--- src/rtl/key_matrix_scan.sv ---
// Purpose : row-scanning 4x6 key matrix front end with frame-level debounce.
// Latency : key_valid/key_code/key_held update the cycle after the frame-end
//           sample of the deciding frame; one frame = 4*SCAN_DIV cycles.
// Backpressure: none; key_valid is a single-cycle pulse the consumer must take.
// Ports   : clk, rst (sync, active high); key_in[5:0] active-low columns
//           (async); key_out[3:0] active-low one-hot row drive; key_code[4:0]
//           = row*6+col of last accepted key; key_valid press pulse; key_held
//           level from press acceptance until release acceptance.
module key_matrix_scan #(
  parameter int SCAN_DIV     = 1000,
  parameter int DEBOUNCE_CNT = 3
) (
  input  logic       clk,
  input  logic       rst,
  input  logic [5:0] key_in,
  output logic [3:0] key_out,
  output logic [4:0] key_code,
  output logic       key_valid,
  output logic       key_held
);

  localparam int              DIV_W    = (SCAN_DIV > 1) ? $clog2(SCAN_DIV) : 1;
  localparam logic [DIV_W-1:0] DIV_LAST = DIV_W'(SCAN_DIV - 1);
  localparam logic [DIV_W-1:0] DIV_ONE  = DIV_W'(1);
  localparam logic [3:0]       DEB      = 4'(DEBOUNCE_CNT);

  typedef enum logic [1:0] {
    S_IDLE,
    S_PRESS_CHK,
    S_HELD,
    S_REL_CHK
  } state_t;

  // Two-flop synchronizer; reset to all-ones so no key looks closed.
  logic [5:0] sync1_q;
  logic [5:0] col_s_q;

  always_ff @(posedge clk) begin
    if (rst) begin
      sync1_q <= '1;
      col_s_q <= '1;
    end else begin
      sync1_q <= key_in;
      col_s_q <= sync1_q;
    end
  end

  // Dwell divider and row pointer.
  logic [DIV_W-1:0] div_q;
  logic [1:0]       row_q;
  logic             sample;
  logic             frame_end;

  assign sample    = (div_q == DIV_LAST);
  assign frame_end = sample && (row_q == 2'd3);

  always_ff @(posedge clk) begin
    if (rst) begin
      div_q <= '0;
      row_q <= 2'd0;
    end else if (sample) begin
      div_q <= '0;
      row_q <= row_q + 2'd1;
    end else begin
      div_q <= div_q + DIV_ONE;
    end
  end

  assign key_out = ~(4'b0001 << row_q);

  // Lowest closed column on the current row.
  logic       col_hit;
  logic [2:0] col_idx;
  logic [4:0] row_code;

  always_comb begin
    col_hit = 1'b0;
    col_idx = 3'd0;
    for (int c = 5; c >= 0; c--) begin
      if (!col_s_q[c]) begin
        col_hit = 1'b1;
        col_idx = 3'(c);
      end
    end
  end

  assign row_code = 5'(row_q) * 5'd6 + 5'(col_idx);

  // Per-frame capture: first closure wins, since rows are visited in order
  // and the column search is lowest-first, this yields the lowest code.
  logic       found_q;
  logic [4:0] found_code_q;
  logic       res_hit;
  logic [4:0] res_code;

  always_ff @(posedge clk) begin
    if (rst) begin
      found_q      <= 1'b0;
      found_code_q <= 5'd0;
    end else if (sample) begin
      if (row_q == 2'd3) begin
        found_q      <= 1'b0;
        found_code_q <= 5'd0;
      end else if (!found_q && col_hit) begin
        found_q      <= 1'b1;
        found_code_q <= row_code;
      end
    end
  end

  // Frame result, valid only when frame_end is high (row-3 sample included).
  assign res_hit  = found_q | col_hit;
  assign res_code = found_q ? found_code_q : row_code;

  // Debounce FSM, advanced only at frame end.
  state_t     state_q, state_d;
  logic [3:0] stab_q, stab_d;
  logic [4:0] cand_q, cand_d;
  logic [4:0] code_q, code_d;
  logic       valid_q, valid_d;
  logic       held_q, held_d;
  logic [3:0] stab_inc;

  assign stab_inc = stab_q + 4'd1;

  always_ff @(posedge clk) begin
    if (rst) begin
      state_q <= S_IDLE;
      stab_q  <= 4'd0;
      cand_q  <= 5'd0;
      code_q  <= 5'd0;
      valid_q <= 1'b0;
      held_q  <= 1'b0;
    end else begin
      state_q <= state_d;
      stab_q  <= stab_d;
      cand_q  <= cand_d;
      code_q  <= code_d;
      valid_q <= valid_d;
      held_q  <= held_d;
    end
  end

  always_comb begin
    state_d = state_q;
    stab_d  = stab_q;
    cand_d  = cand_q;
    code_d  = code_q;
    held_d  = held_q;
    valid_d = 1'b0;
    if (frame_end) begin
      case (state_q)
        S_IDLE: begin
          if (res_hit) begin
            cand_d = res_code;
            if (DEB == 4'd1) begin
              code_d  = res_code;
              valid_d = 1'b1;
              held_d  = 1'b1;
              stab_d  = 4'd0;
              state_d = S_HELD;
            end else begin
              stab_d  = 4'd1;
              state_d = S_PRESS_CHK;
            end
          end
        end
        S_PRESS_CHK: begin
          if (res_hit && (res_code == cand_q)) begin
            if (stab_inc == DEB) begin
              code_d  = cand_q;
              valid_d = 1'b1;
              held_d  = 1'b1;
              stab_d  = 4'd0;
              state_d = S_HELD;
            end else begin
              stab_d = stab_inc;
            end
          end else if (res_hit) begin
            // A different key restarts the count on the new candidate.
            cand_d = res_code;
            stab_d = 4'd1;
          end else begin
            stab_d  = 4'd0;
            state_d = S_IDLE;
          end
        end
        S_HELD: begin
          // Any key while held is ignored: no auto-repeat, no roll-over.
          if (!res_hit) begin
            if (DEB == 4'd1) begin
              held_d  = 1'b0;
              stab_d  = 4'd0;
              state_d = S_IDLE;
            end else begin
              stab_d  = 4'd1;
              state_d = S_REL_CHK;
            end
          end
        end
        S_REL_CHK: begin
          if (!res_hit) begin
            if (stab_inc == DEB) begin
              held_d  = 1'b0;
              stab_d  = 4'd0;
              state_d = S_IDLE;
            end else begin
              stab_d = stab_inc;
            end
          end else begin
            stab_d  = 4'd0;
            state_d = S_HELD;
          end
        end
        default: begin
          stab_d  = 4'd0;
          state_d = S_IDLE;
        end
      endcase
    end
  end

  assign key_code  = code_q;
  assign key_valid = valid_q;
  assign key_held  = held_q;

endmodule

--- config.mk ---
export PLATFORM = sky130hd
export DESIGN_NAME = key_matrix_scan
export DESIGN_NICKNAME = d
export VERILOG_FILES = /design/src/rtl/key_matrix_scan.sv
export SDC_FILE = /design/constraint.sdc
export NUM_CORES = 1
export LEC_CHECK = 0
export BUFFER_PORTS_ARGS = -buffer_cell sky130_fd_sc_hd__buf_2
export CORE_ASPECT_RATIO = 1.5
export CORE_UTILIZATION = 45
export DETAILED_ROUTE_END_ITERATION = 12
export PLACE_DENSITY = 0.62
export SLEW_MARGIN = 20
export SYNTH_ARGS = -nofsm -noshare
export SYNTH_HDL_FRONTEND = slang
export SYNTH_SLANG_ARGS = --single-unit
export TNS_END_PERCENT = 50
--- constraint.sdc ---
create_clock -name clk -period 2.5 [get_ports clk]
set_input_delay 0.625 -clock clk [delete_from_list [all_inputs] [get_ports clk]]
set_output_delay 0.625 -clock clk [all_outputs]
set_load 0.01 [all_outputs]
==> metrics.yaml, run 1 <==
global_route:
  gr-total-overflow: 0
  grt_pass1_vias: 1996
  antenna_found_initial: 0
  grt_start_max_net_pins: 29
  grt_pass1_wl_mm: 9.11
  grt_usage: 0.198
clock_tree:
  cts_hold_buf: 0
  clock_sinks: 48
  cts_tree: "done"
  htreeDepth: 2
  cts_root_buf: "clkbuf_8"
  cts_buffers: 5
  clkLatencyLatePin_ns: 0.29
  path_clk_slew_ns: 0.09
  cts_buffer_depth: 2
critical_path:
  worstSetupStartpointType: "flip-flop"
  reg2reg_setup_slack_ns: -0.17
  cpMaxStageDelayCell: "fa_2"
  crit_family: "simple AND/OR/NAND/NOR gates"
  critPathMaxStageDelay_ns: 0.44
  cp_max_fo: 4
  crit_type: "flip-flop to flip-flop"
  critPathCaptureType: "flip-flop"
  path_buf_inv: 1
  crit_arrival_ns: 2.86
  crit_chain: "nand4_1 -> a21oi_2 -> buf_4 -> fa_2 -> mux2i_4 -> xor2_1 -> nand3_2 -> nor3_4 -> a21bo_1 -> mux2_4"
  critPathRequiredTime_ns: 2.68
routing:
  drtIter0Drc: 100
  vias_per_cell: 5.12
  drc: 0
  wire_per_inst_um: 13.5
  via_count: 2008
  ant_nets: 0
  routed_wl_mm: 5.28
  first_pass_iters: 4
yosys:
  synthFlopType: "dfxtp_1"
  ys_seq_area_frac: 0.383
  syn_area_per_cell_um2: 8.99
  syn_inst: 279
  yosys-top-cells-area: "dfxtp_1 (38%), mux2i_1 (5.6%), nor2_1 (5.4%)"
  synthesis.area_um2: 2510
  yosys.area.top_type: "dfxtp_1"
  ys_async_sr_fraction: 0
  synth_cell_types: 55
  syn_nets: 298
  yosysTopAreaCellShare: 0.383
  yosysWarnings: 0
  ys_seq_elements: 48
  synth-edff-count: 0
timing:
  post-route-min-period_ns: 2.67
  maxSlewViolCount: 0
  clock.fmax_mhz: 374
  rsz0062_at_grt: "yes"
  worstMarginPinSlew_ns: 0.614
  hold_viol_final: 0
  finalWorstSetupSlack_ns: -0.173
  slew_headroom: 0.586
  fin_tns_setup_ns: -1.42
  fin_skew_ns: 0.00542
  setup_viol: 15
  finalCritPeriodShare: 1.07
power_and_ir_drop:
  p_per_area_nw_per_um2: 477
  pwr-share-seq: 0.537
  internal_power_w: 0.00113
  comb_power_share: 0.089
  leakage_nw: 1.24
  switching_power_w: 0.000329
  total_power_w: 0.00146
  ir_drop_uv: 433
  switching_share: 0.225
  power_frac_clock: 0.375
flow_run:
  cap_violations: 0
cells_and_area:
  stdcell_count: 392
  drive_gt1_frac: 0.315
  area_growth_pct: 22.1
  n_antenna_cell: 0
  nets: 342
  fillCellCount: 468
floorplanning:
  rows: 32
  die_x_um: 63.0
  die_area_um2: 5880
  fp.dieH_um: 93.4
  start_util: 0.478
  num_io_pins: 19
  fp.coreArea_um2: 5250
placement:
  dp_slack_ns: -0.228
  dp_cells: 376
  gp_congestion: 0.847
  port_buffers: 18
  dp_hpwl_mm: 3.85
outcome:
  status: "complete, but fails checks"
  violations: "setup timing"
min_path:
  holdCritPathClass: "flip-flop to flip-flop"
## logic make-up (layout without fill, tap and decap cells)
group,after synthesis,after routing,synth area share
and+or+nand+nor,123,123,0.272
DFF,48,48,0.383
AOI/OAI and AO/OA,38,38,0.107
buffers and inverters,24,69,0.0419
xor gates and xnor gates,18,18,0.0689
muxes,17,17,0.0694
adders and majority gates,11,11,0.0579
## worst register-to-register path, delay by kind of cell (launching register included)
family,cells,cell delay (ns)
muxes,2,0.51
adders and majority gates,1,0.44
DFF,1,0.36
AOI/OAI and AO/OA,2,0.35
and+or+nand+nor,3,0.56
xor gates and xnor gates,1,0.20
buffers and inverters,1,0.13
## through the flow
| step | instance area, um2 | util | hold WS (ns) |
|---|---|---|---|
| after floorplan | 2550 | - | 0.389 |
| after global placement | 2840 | 0.541 | 0.392 |
| after detailed placement | 2840 | 0.541 | 0.393 |
| after CTS | 3030 | 0.578 | 0.414 |
| final | 3060 | 0.583 | 0.414 |
| after global routing | 3060 | 0.583 | 0.429 |
## state kept, by name (all words and copies together), names as in the netlist
register	cells
stab_q	4
div_q	10
key_valid	1
found_code_q	5
key_held	1
sync1_q	6
key_code	5
col_s_q	6
cand_q	5
row_q	2
state_q	2
found_q	1
## path summary, 6_finish.rpt
check | start | to | cells past startpoint
min reg2reg | sync1_q[1] | col_s_q[1] | 1
min | sync1_q[1] | col_s_q[1] | 1
max | col_s_q[0] | cand_q[1] | 10
max reg2reg | col_s_q[0] | cand_q[1] | 10
## cell usage after synthesis (5+ instances only)
master and n:
a21oi_1 13, and2_1 5, clkbuf_1 7, dfxtp_1 48, ha_1 10, inv_1 13, mux2i_1 14, nand2_1 23
nand3_1 7, nor2_1 36, nor2b_1 5, o21ai_0 5, or2_2 13, xnor2_1 7, xor2_1 9
## power by group through the flow
stage | registers (W) | clock network (W) | logic [W]
2_1_floorplan | 0.000801 | 0 | 0.0000817
3_3_place_gp | 0.000801 | 0 | 0.000115
3_5_place_dp | 0.000802 | 0 | 0.000116
4_1_cts | 0.000784 | 0.000567 | 0.000125
5_1_grt | 0.000786 | 0.000601 | 0.000142
6_report | 0.000784 | 0.000547 | 0.000130
## repair_timing
item                                    4_1_cts  5_1_grt
pin swaps                                    10        5
endpoints found under the setup margin       15       15
resized for setup                             9        2
buffers inserted                              5        3
## layout make-up
type | instances | area (um2) | share of cell area
Timing Repair Buffer | 48 | 319 | 0.104
Clock buffer | 6 | 72.6 | 0.0237
Inverter | 13 | 51.3 | 0.0168
Tap cell | 68 | 85.1 | 0.0278
Multi-Input combinational cell | 207 | 1530 | 0.499
Clock inverter | 2 | 35.0 | 0.0114
Sequential cell | 48 | 971 | 0.317
## cells in the final DEF, fill, tap and decap left out, drive strengths merged, types with 8 or more instances in the layout
cell type  instances
xnor2              8
a21oi             15
nand2             23
dfxtp             48
nor2              36
ha                10
or2               13
nand3              9
xor2              10
buf               48
inv               13
mux2i             14
## routing by layer
metal	wire length (um)	global-route usage	vias up
met5	0	0	-
met4	138	0.0853	0
met3	90	0.0341	10
met2	2770	0.371	20
met1	2280	0.212	939
li1	-	-	1039
(Power assumes the default switching activity.)
==> run 2: changes to the inputs <==
Settings changed: CTS_BUF_LIST set to sky130_fd_sc_hd__clkbuf_16.
==> metrics.yaml, run 2 (synthesis gave the netlist of run 1 again) <==
outcome:
  status: "complete, but fails checks"
  violations: "setup timing"
timing:
  post-route-min-period_ns: 2.67  # -0.00421 ns
  setup_viol: 15  # unchanged
  clock.fmax_mhz: 375  # +0.16%
  rsz0062_at_grt: "yes"
  slew_headroom: 0.585  # -0.00122
  fin_skew_ns: 0.00458  # -0.000837 ns
  finalCritPeriodShare: 1.07  # -0.00168
  maxSlewViolCount: 0  # unchanged
  hold_viol_final: 0  # unchanged
  finalWorstSetupSlack_ns: -0.169  # +0.00421 ns
  fin_tns_setup_ns: -1.34  # +0.0704 ns
  worstMarginPinSlew_ns: 0.616  # +0.00182 ns
clock_tree:
  cts_buffer_depth: 2  # unchanged
  cts_tree: "done"
  cts_buffers: 5  # unchanged
  clock_sinks: 48  # unchanged
  cts_hold_buf: 0  # unchanged
  clkLatencyLatePin_ns: 0.28  # about the same
  cts_root_buf: "clkbuf_16"
  htreeDepth: 2  # unchanged
  path_clk_slew_ns: 0.06  # -0.03 ns
floorplanning:
  fp.coreArea_um2: 5250  # unchanged
  num_io_pins: 19  # unchanged
  start_util: 0.478  # unchanged
  die_x_um: 63.0  # unchanged
  die_area_um2: 5880  # unchanged
  rows: 32  # unchanged
  fp.dieH_um: 93.4  # unchanged
routing:
  first_pass_iters: 4  # unchanged
  drc: 0  # unchanged
  routed_wl_mm: 5.38  # +1.8%
  ant_nets: 0  # unchanged
  via_count: 2022  # +0.70%
  vias_per_cell: 5.16  # +0.70%
  wire_per_inst_um: 13.7  # +1.8%
  drtIter0Drc: 90  # -10%
placement:
  gp_congestion: 0.847  # unchanged
  dp_hpwl_mm: 3.85  # unchanged
  port_buffers: 18  # unchanged
critical_path:
  critPathRequiredTime_ns: 2.67  # about the same
  worstSetupStartpointType: "flip-flop"
  critPathMaxStageDelay_ns: 0.40  # -0.04 ns
  path_buf_inv: 1  # unchanged
  crit_family: "simple AND/OR/NAND/NOR gates"
  critPathCaptureType: "flip-flop"
  crit_chain: "nand4_1 -> a21oi_2 -> buf_4 -> fa_2 -> xor2_2 -> mux2i_2 -> xnor2_1 -> nand3_2 -> nor3_4 -> a21bo_1 -> mux2_4"
  crit_arrival_ns: 2.84  # -0.02 ns
  cpMaxStageDelayCell: "fa_2"
  crit_type: "flip-flop to flip-flop"
  cp_max_fo: 4  # unchanged
power_and_ir_drop:
  p_per_area_nw_per_um2: 525  # +10%
  ir_drop_uv: 471  # +8.9%
  leakage_nw: 1.27  # +2.7%
  total_power_w: 0.00166  # +13%
cells_and_area:
  post-route-util: 0.601  # +0.0172
  n_antenna_cell: 0  # unchanged
  top_register: "div_q"
  largest_reg_flops: 10  # unchanged
  area_growth_pct: 25.6
  largestRegisters: "div_q x10, col_s_q x6, sync1_q x6"
  layout_commonest_cell: "dfxtp_1"
  mostFrequentLayoutCells: "dfxtp_1 (42), nor2_1 (36), buf_4 (29), nand2_1 (23), buf_2 (18)"
  drive_gt1_frac: 0.321  # +0.00617
  nets: 342  # unchanged
  fillCellCount: 455  # -2.8%
min_path:
  holdCritPathClass: "flip-flop to flip-flop"
global_route:
  grt_start_max_net_pins: 29  # unchanged
  grt_pass1_vias: 2027  # +1.6%
  grt_usage: 0.201  # +0.00335
  antenna_found_initial: 0  # unchanged
  grt_pass1_wl_mm: 9.25  # +1.6%
  gr-total-overflow: 0  # unchanged
flow_run:
  cap_violations: 0  # unchanged
[run 2: cell count changes in the layout (fill, tap and decap cells not counted), sizes merged]
cell and change:
clkbuf -1, inv +1
[run 2: metal layers]
layer  vias to the layer above  global-route usage  part of all wire
met5                         -                   0                 0
met4                         0              0.0988             0.032
met3                        12              0.0341             0.024
met2                        26               0.375              0.52
met1                       946               0.214              0.42
li1                       1038                   -                 -
[run 2: path summary, 6_finish.rpt]
kind / startpoint / to / slack (ns) / cells after the start
worst max-delay path: col_s_q[2] / cand_q[1] / -0.17 / 11
worst min-delay path: sync1_q[1] / col_s_q[1] / 0.41 / 1
worst max register to register: col_s_q[2] / cand_q[1] / -0.17 / 11
worst min register to register: sync1_q[1] / col_s_q[1] / 0.41 / 1
[run 2: report_power, final]
group | switching [W] | internal, W
combinational | 0.0000705 | 0.0000578
sequential | 0.00000750 | 0.000777
clock | 0.000276 | 0.000466
total | 0.000354 | 0.00130
[run 2: what timing repair did]
item,in CTS,in global routing
gates resized for setup,9,6
setup endpoints to repair,15,15
setup buffers,5,3
pin swaps,10,5
[run 2: final cells by class]
class | count | area (um2) | area share
Multi-Input combinational cell | 207 | 1560 | 0.495
Inverter | 13 | 51.3 | 0.0163
Tap cell | 68 | 85.1 | 0.0270
Clock inverter | 3 | 38.8 | 0.0123
Sequential cell | 48 | 971 | 0.308
Timing Repair Buffer | 48 | 319 | 0.101
Clock buffer | 5 | 125 | 0.0397
[run 2: worst register-to-register path: stages, from the launching register on]
cell and delay, ns:
dfxtp_2 0.33, nand4_1 0.12, a21oi_2 0.05, buf_4 0.14, fa_2 0.40, xor2_2 0.20, mux2i_2 0.21, xnor2_1 0.16
nand3_2 0.18, nor3_4 0.26, a21bo_1 0.20, mux2_4 0.30
[run 2: through the flow]
| step | hold slack, ns | worst slack, ns | instance area, um2 | instances |
|---|---|---|---|---|
| 6_report | 0.408 | -0.169 | 3150 | 392 |
| 5_1_grt | 0.422 | -0.321 | 3150 | 392 |
| 4_1_cts | 0.408 | -0.159 | 3090 | 389 |
| 3_5_place_dp | 0.393 | -0.228 | 2840 | 376 |
| 3_3_place_gp | 0.392 | -0.227 | 2840 | 376 |
| 2_1_floorplan | 0.389 | -0.00988 | 2550 | 279 |
